File: config.mk
export PLATFORM = sky130hd
export DESIGN_NAME = etc_block_scheduler
export DESIGN_NICKNAME = d
export VERILOG_FILES = /design/src/rtl/etc_block_scheduler.sv
export SDC_FILE = /design/constraint.sdc
export NUM_CORES = 1
export LEC_CHECK = 0
export ABC_CLOCK_PERIOD_IN_PS = 2300
export CORE_MARGIN = 2
export CORE_UTILIZATION = 40
export DETAILED_ROUTE_END_ITERATION = 7
export PLACE_DENSITY = 0.89
export SLEW_MARGIN = 15
export SYNTH_ARGS = -nofsm -noshare
export SYNTH_HDL_FRONTEND = slang
export SYNTH_SLANG_ARGS = --single-unit
File: constraint.sdc
create_clock -name sclk -period 2.3 [get_ports sclk]
set_input_delay 0.23 -clock sclk [delete_from_list [all_inputs] [get_ports sclk]]
set_output_delay 0.23 -clock sclk [all_outputs]
set_load 0.01 [all_outputs]
File: src/rtl/etc_block_scheduler.sv
// etc_block_scheduler: walks one ETC 4x4 block through a single-pixel decoder and
// streams the 16 decoded pixels out in column-major order with image coordinates.
//
// state | meaning
// IDLE  | ready to accept a block descriptor
// ISSUE | one-cycle decode request for pixel idx
// WAIT  | waiting for decoder result strobe or timeout
// OUT   | pixel presented downstream until accepted
module etc_block_scheduler #(
   parameter int COORD_W = 12,
   parameter int TIMEOUT = 64
) (
   input  logic               sclk,
   input  logic               rsrt,
   input  logic               in_valid,
   output logic               in_ready,
   input  logic [63:0]        in_block,
   input  logic [2:0]         in_mode,
   input  logic               in_punch,
   input  logic               in_alpha,
   input  logic [COORD_W-1:0] in_blk_x,
   input  logic [COORD_W-1:0] in_blk_y,
   output logic               dec_rtr,
   output logic [2:0]         dec_mode,
   output logic [63:0]        dec_block,
   output logic               dec_punch,
   output logic               dec_alpha,
   output logic [3:0]         dec_pixIdx,
   input  logic               dec_color_rts,
   input  logic [7:0]         dec_r,
   input  logic [7:0]         dec_g,
   input  logic [7:0]         dec_b,
   input  logic [7:0]         dec_a,
   output logic               px_valid,
   input  logic               px_ready,
   output logic [COORD_W+1:0] px_x,
   output logic [COORD_W+1:0] px_y,
   output logic [31:0]        px_rgba,
   output logic               px_last,
   output logic               timeout_err
);

   typedef enum logic [1:0] {
      IDLE  = 2'd0,
      ISSUE = 2'd1,
      WAIT  = 2'd2,
      OUT   = 2'd3
   } state_t;

   localparam int               CNT_W    = (TIMEOUT > 1) ? $clog2(TIMEOUT) : 1;
   localparam logic [CNT_W-1:0] CNT_LOAD = CNT_W'(TIMEOUT - 1);

   state_t             state;
   state_t             state_nxt;
   logic [3:0]         idx;
   logic [CNT_W-1:0]   wait_cnt;
   logic [COORD_W-1:0] blk_x;
   logic [COORD_W-1:0] blk_y;
   logic               accept;
   logic               rts_hit;
   logic               wait_tc;
   logic               px_fire;

   assign accept  = (state == IDLE) && in_valid;
   assign rts_hit = (state == WAIT) && dec_color_rts;
   // a result strobe on the terminal cycle beats the timeout
   assign wait_tc = (state == WAIT) && !dec_color_rts && (wait_cnt == '0);
   assign px_fire = (state == OUT) && px_ready;

   always_ff @(posedge sclk or negedge rsrt) begin
      if (!rsrt) begin
         state <= IDLE;
      end else begin
         state <= state_nxt;
      end
   end

   always_comb begin
      state_nxt = state;
      case (state)
         IDLE: begin
            if (in_valid) state_nxt = ISSUE;
         end
         ISSUE: begin
            state_nxt = WAIT;
         end
         WAIT: begin
            if (rts_hit || wait_tc) state_nxt = OUT;
         end
         OUT: begin
            if (px_ready) state_nxt = (idx == 4'd15) ? IDLE : ISSUE;
         end
         default: begin
            state_nxt = IDLE;
         end
      endcase
   end

   always_comb begin
      in_ready = 1'b0;
      dec_rtr  = 1'b0;
      px_valid = 1'b0;
      px_last  = 1'b0;
      case (state)
         IDLE:  in_ready = 1'b1;
         ISSUE: dec_rtr  = 1'b1;
         OUT: begin
            px_valid = 1'b1;
            px_last  = (idx == 4'd15);
         end
         default: ;
      endcase
   end

   always_ff @(posedge sclk or negedge rsrt) begin
      if (!rsrt) begin
         dec_block   <= '0;
         dec_mode    <= '0;
         dec_punch   <= 1'b0;
         dec_alpha   <= 1'b0;
         blk_x       <= '0;
         blk_y       <= '0;
         idx         <= '0;
         wait_cnt    <= '0;
         px_rgba     <= '0;
         timeout_err <= 1'b0;
      end else begin
         if (accept) begin
            dec_block <= in_block;
            dec_mode  <= in_mode;
            dec_punch <= in_punch;
            dec_alpha <= in_alpha;
            blk_x     <= in_blk_x;
            blk_y     <= in_blk_y;
            idx       <= '0;
         end else if (px_fire && (idx != 4'd15)) begin
            idx <= idx + 4'd1;
         end

         // down-counter: loaded on request, terminal count at zero
         if (state == ISSUE) begin
            wait_cnt <= CNT_LOAD;
         end else if ((state == WAIT) && (wait_cnt != '0)) begin
            wait_cnt <= wait_cnt - CNT_W'(1);
         end

         if (rts_hit) begin
            px_rgba <= {dec_r, dec_g, dec_b, dec_a};
         end else if (wait_tc) begin
            px_rgba     <= '0;
            timeout_err <= 1'b1;
         end
      end
   end

   assign dec_pixIdx = idx;

   // column-major within the block: idx[3:2] is the column, idx[1:0] the row
   assign px_x = {blk_x, 2'b00} + {{COORD_W{1'b0}}, idx[3:2]};
   assign px_y = {blk_y, 2'b00} + {{COORD_W{1'b0}}, idx[1:0]};

endmodule

-- Yosys cells after proc, flatten, opt, wreduce, memory -nomap -nowiden
Cells that the tools add are included.
- muxes and demuxes: 15
- $add $sub $neg: 4
- bitwise logic cells: 1
- equality and inequality tests: 8
- reductions and logical operators: 17
- operators with widths (cell ; number):
    $mux 32 ; 2
    $add 14x2->14 ; 2
    $mux 6 ; 2
    $mux 4 ; 2
    $pmux 2 s4 ; 1
    $logic_and 1x1->1 ; 7
    $logic_not 6->1 ; 1
    $mux 2 ; 3
    $reduce_bool 2->1 ; 3
    $reduce_bool 6->1 ; 1
    $sub 6x1->6 const B ; 1
    $mux 1 ; 5
    $add 4x1->4 const B ; 1
    $eq 2x2->1 const B ; 2
    $eq 4x4->1 const B ; 1
    $ne 2x2->1 const B ; 2
    $ne 4x4->1 const B ; 1
    $reduce_and 3->1 ; 1
    $eq 2x1->1 const B ; 1
    $logic_not 2->1 ; 1
    $ne 2x1->1 const B ; 1
    $reduce_and 2->1 ; 1
    $logic_not 1->1 ; 1
    $logic_or 1x1->1 ; 1
    $not 1->1 ; 1
- word-level logic and storage cells: 56
- input bits: 130
- flip-flop bits (word level): 138
- output and inout bits: 138

-- Depth between registers and ports, before layout
- word-level depth: 6
- gate-level depth with buffers: 7

-- Least setup slack after synthesis
No wires, ideal clock.
- path type: flip-flop to flip-flop
- from: register state[0]
- to: register blk_x[10]
- clock period less this slack: 1.938 ns
- arrival: 1.813 ns
- library setup time: 0.125 ns
- data required time: 2.175 ns
- slack: 0.362 ns
- cell stages (with the launch flop): 8
- path through: dfrtp_1 inv_1 ha_1 and2_1 clkbuf_1 buf_2 buf_2 mux2_2
- longest elaborated chain between the ends: 2
- RTL lines (what ; RTL line ; source):
    start, declared ; 53 ; state_t state;
    start signal, assigned ; 74 ; state <= state_nxt;
    $logic_not 2->1 ; 64 ; assign accept = (state == IDLE) && in_valid;
    $logic_and 1x1->1 ; 64 ;
    end signal, assigned ; 133 ; blk_x <= in_blk_x;
    end, declared ; 57 ; logic [COORD_W-1:0] blk_x;
No other way between the ends.
A chain may end at the register's enable or synchronous reset.

-- Final worst setup path
- from: register state[1]
- to: output port dec_rtr
- longest elaborated chain between the ends: 2
- RTL lines (what ; RTL line ; source):
    $eq 2x1->1 ; 104 ; case (state)
    $mux 1 ; 104 ;
    end, declared ; 23 ; output logic dec_rtr,
No other way between the ends.

==> results_dict.tcl <==
set metrics [dict create \
    path_buf_inv 2 \
    worstPathRequired_ns 2.07 \
    timing.fmax_mhz 472 \
    post_drt_wl_per_cell_microns 16.5 \
    ys_async_sr_fraction 1.00 \
    area_growth_pct 65.2 \
    finalNetCount 760 \
    synth.distinct_cells 36 \
    fin_crit_sh 0.921 \
    seq_power_share 0.344 \
    placementRows 42 \
    ios 268 \
    fin_ws_ns 0.182 \
    peakVddDrop_v 0.000773 \
    clk_latency_ns 0.41 \
    grt_pass1_vias 4114 \
    root_buffer "clkbuf_16" \
    sw_frac_of_total 0.287 \
    hold_viol_final 0 \
    syn_nets 487 \
    cts.sinks 138 \
    critPathKind "reg2out" \
    timing.rr.end "px_rgba[5]$_DFFE_PN0P_" \
    routed_wirelength_mm 13.4 \
    port_buffers 267 \
    synth.avg_cell_area_sq_um 15.3 \
    worst_slew_margin_rel 0.480 \
    place.gp.congestion 0.786 \
    powerDensity_mw_per_mm2 1400 \
    drt_iter0_drc 160 \
    drive_gt1_frac 0.217 \
    clockPowerShare 0.232 \
    htreeDepth 4 \
    hpwl_mm 9.80 \
    seq_area_frac_synth 0.644 \
    p_int_w 0.00882 \
    rrSetupSlack_ns 0.28 \
    reg2reg_depth 6 \
    period_needed_ns 2.12 \
    chipHeight_microns 120 \
    cpPeakStageDelay_ns 0.62 \
    yosysWarnings 0 \
    grt_max_degree 56 \
    hold_ws_ns 0.349 \
    via_per_inst 4.85 \
    fin_skew_ns 0.00469 \
    cp_top_family "buffers and inverters" \
    n_fill_cell 928 \
    clk_pin_slew_ns 0.06 \
    hp-class "in2async" \
    cts_buffers 17 \
    switchingPower_w 0.00355 \
    crit_arrival_ns 1.89 \
    first_pass_iters 4 \
    synth_edf_count 0 \
    drc 0 \
    status "finished, final reports clean" \
    p_leak_nw 3.73 \
    path_cells "inv_1 -> ha_1 -> clkdlybuf4s50_1" \
    combPwrFrac 0.423 \
    slew_viol_final 0 \
    cts_setup_buffers 0 \
    die_area_sq_mm 0.0143 \
    crit_fanout 8 \
    track_usage 0.191 \
    grt_pass1_wl_mm 21.2 \
    setup_tns_ns 0 \
    start_util 0.406 \
    cts_tree "built" \
    maxCapViolations 0 \
    grt-ovfl-total 0 \
    cp_slowest_cell "clkdlybuf4s50_1" \
    startpoint_type "register" \
    ctsLongestPathBuffers 2 \
    setup_viol 0 \
    endpoint_kind "output port" \
    ant_nets 0 \
    antenna_found_initial 0 \
    die_w_microns 120 \
    vias 3931 \
    rsz0062_at_grt "false" \
    dpl_worst_slack_ns 0.133 \
    num_antenna_cells 0 \
    synth_area_sq_mm 0.00536 \
    syn_inst 350 \
    coreArea_sq_mm 0.0132 \
    ys_ff_latch 138 \
    tightest_slew_ns 0.777 \
    rr_startpoint "wait_cnt[0]$_DFFE_PN0P_" \
    synthFlopType "dfrtp_1" \
]
==> Yosys cell counts, types with 2 or more instances <==
cell,instances,share of area
buf_4,4,0.0056
nand2_1,2,0.0014
or2_2,2,0.0023
nor3_1,5,0.0047
ha_1,7,0.016
xnor2_1,2,0.0033
buf_6,3,0.0063
a22o_1,32,0.052
nor2b_1,3,0.0035
and2_1,2,0.0023
nor2_1,6,0.0042
o21ai_1,2,0.0019
a21oi_1,4,0.0037
inv_1,6,0.0042
nand2b_1,3,0.0035
dfrtp_1,138,0.64
nand3_1,2,0.0019
buf_2,10,0.0093
mux2i_1,2,0.0037
a211o_1,2,0.0033
clkbuf_1,5,0.0035
a31oi_1,2,0.0023
mux2_2,93,0.20
==> metal layers <==
layer  routed length, microns  track usage
met1                     5330        0.229
met3                      856       0.0509
met5                        0            0
met2                     6900        0.326
met4                      299       0.0801
==> cells in the final DEF, fill, tap and decap left out, types with 5 or more instances in the layout <==
cell type,n
buf_4,6
clkdlybuf4s50_1,266
dfrtp_1,138
mux2_2,93
clkbuf_16,17
inv_1,6
nor2_1,6
ha_1,7
a22o_1,32
nor3_1,5
==> power groups by stage <==
stage	logic [W]	registers [W]	clock network, W
after floorplan	0.00178	0.00473	0
after global placement	0.00513	0.00421	0
after detailed placement	0.00529	0.00427	0
after CTS	0.00530	0.00427	0.00293
after global routing	0.00557	0.00441	0.00304
final	0.00524	0.00426	0.00287
==> repair_timing <==
action / 4_1_cts / 5_1_grt
setup endpoints to repair: 0 / 3
gates resized for setup: 0 / 1
hold buffers: 1 / 0
endpoints found under the hold margin: 51 / 0
==> state kept, by name, summed over array words and instances, names as in the netlist <==
name / count
dec_block: 64
px_rgba: 32
blk_x: 12
blk_y: 12
wait_cnt: 6
dec_pixIdx: 4
dec_mode: 3
state: 2
dec_alpha: 1
dec_punch: 1
timeout_err: 1
==> cells by family (layout without fill, tap and decap cells) <==
group                      Yosys count  count (layout)  share of synthesized area
adders and majority gates            7               7                     0.0163
buffers and inverters               28             313                     0.0289
DFF                                138             138                      0.644
muxes                               95              95                      0.199
and+or+nand+nor                     31              31                     0.0336
AOI/OAI and AO/OA                   48              48                     0.0730
xor gates and xnor gates             3               3                    0.00490
==> how the worst max path moves through the flow <==
stage | startpoint | to | slack [ns] | cells after the start
floorplan | state[0]$_DFFE_PN0P_ | blk_x[10]$_DFFE_PN0P_ | 0.36 | 7
global placement | wait_cnt[0]$_DFFE_PN0P_ | px_rgba[13]$_DFFE_PN0P_ | 0.29 | 6
detailed placement | wait_cnt[0]$_DFFE_PN0P_ | px_rgba[5]$_DFFE_PN0P_ | 0.13 | 6
CTS | wait_cnt[0]$_DFFE_PN0P_ | px_rgba[5]$_DFFE_PN0P_ | 0.09 | 6
global route | dec_pixIdx[0]$_DFFE_PN0P_ | px_last | 0.08 | 4
finish | state[1]$_DFFE_PN0P_ | dec_rtr | 0.18 | 3
==> per-stage QoR <==
stage | util | instances | instance area [sq um] | power, W
4_1_cts | 0.671 | 811 | 8850 | 0.0125
3_3_place_gp | 0.622 | 779 | 8210 | 0.00934
2_1_floorplan | - | 350 | 5360 | 0.00651
5_1_grt | 0.672 | 811 | 8860 | 0.0130
3_5_place_dp | 0.622 | 779 | 8210 | 0.00956
6_report | 0.672 | 811 | 8860 | 0.0124
==> cell type report <==
| class | instances | area (sq um) | area share |
|---|---|---|---|
| well taps | 176 | 220 | 0.0249 |
| repair buffers | 276 | 2770 | 0.313 |
| inverters | 6 | 22.5 | 0.00254 |
| clock buffers | 24 | 492 | 0.0555 |
| multi-input cells | 184 | 1760 | 0.199 |
| flip-flops and latches | 138 | 3450 | 0.390 |
| clock inverters | 7 | 138 | 0.0155 |
Note: power is estimated with default switching activity, not from simulation.
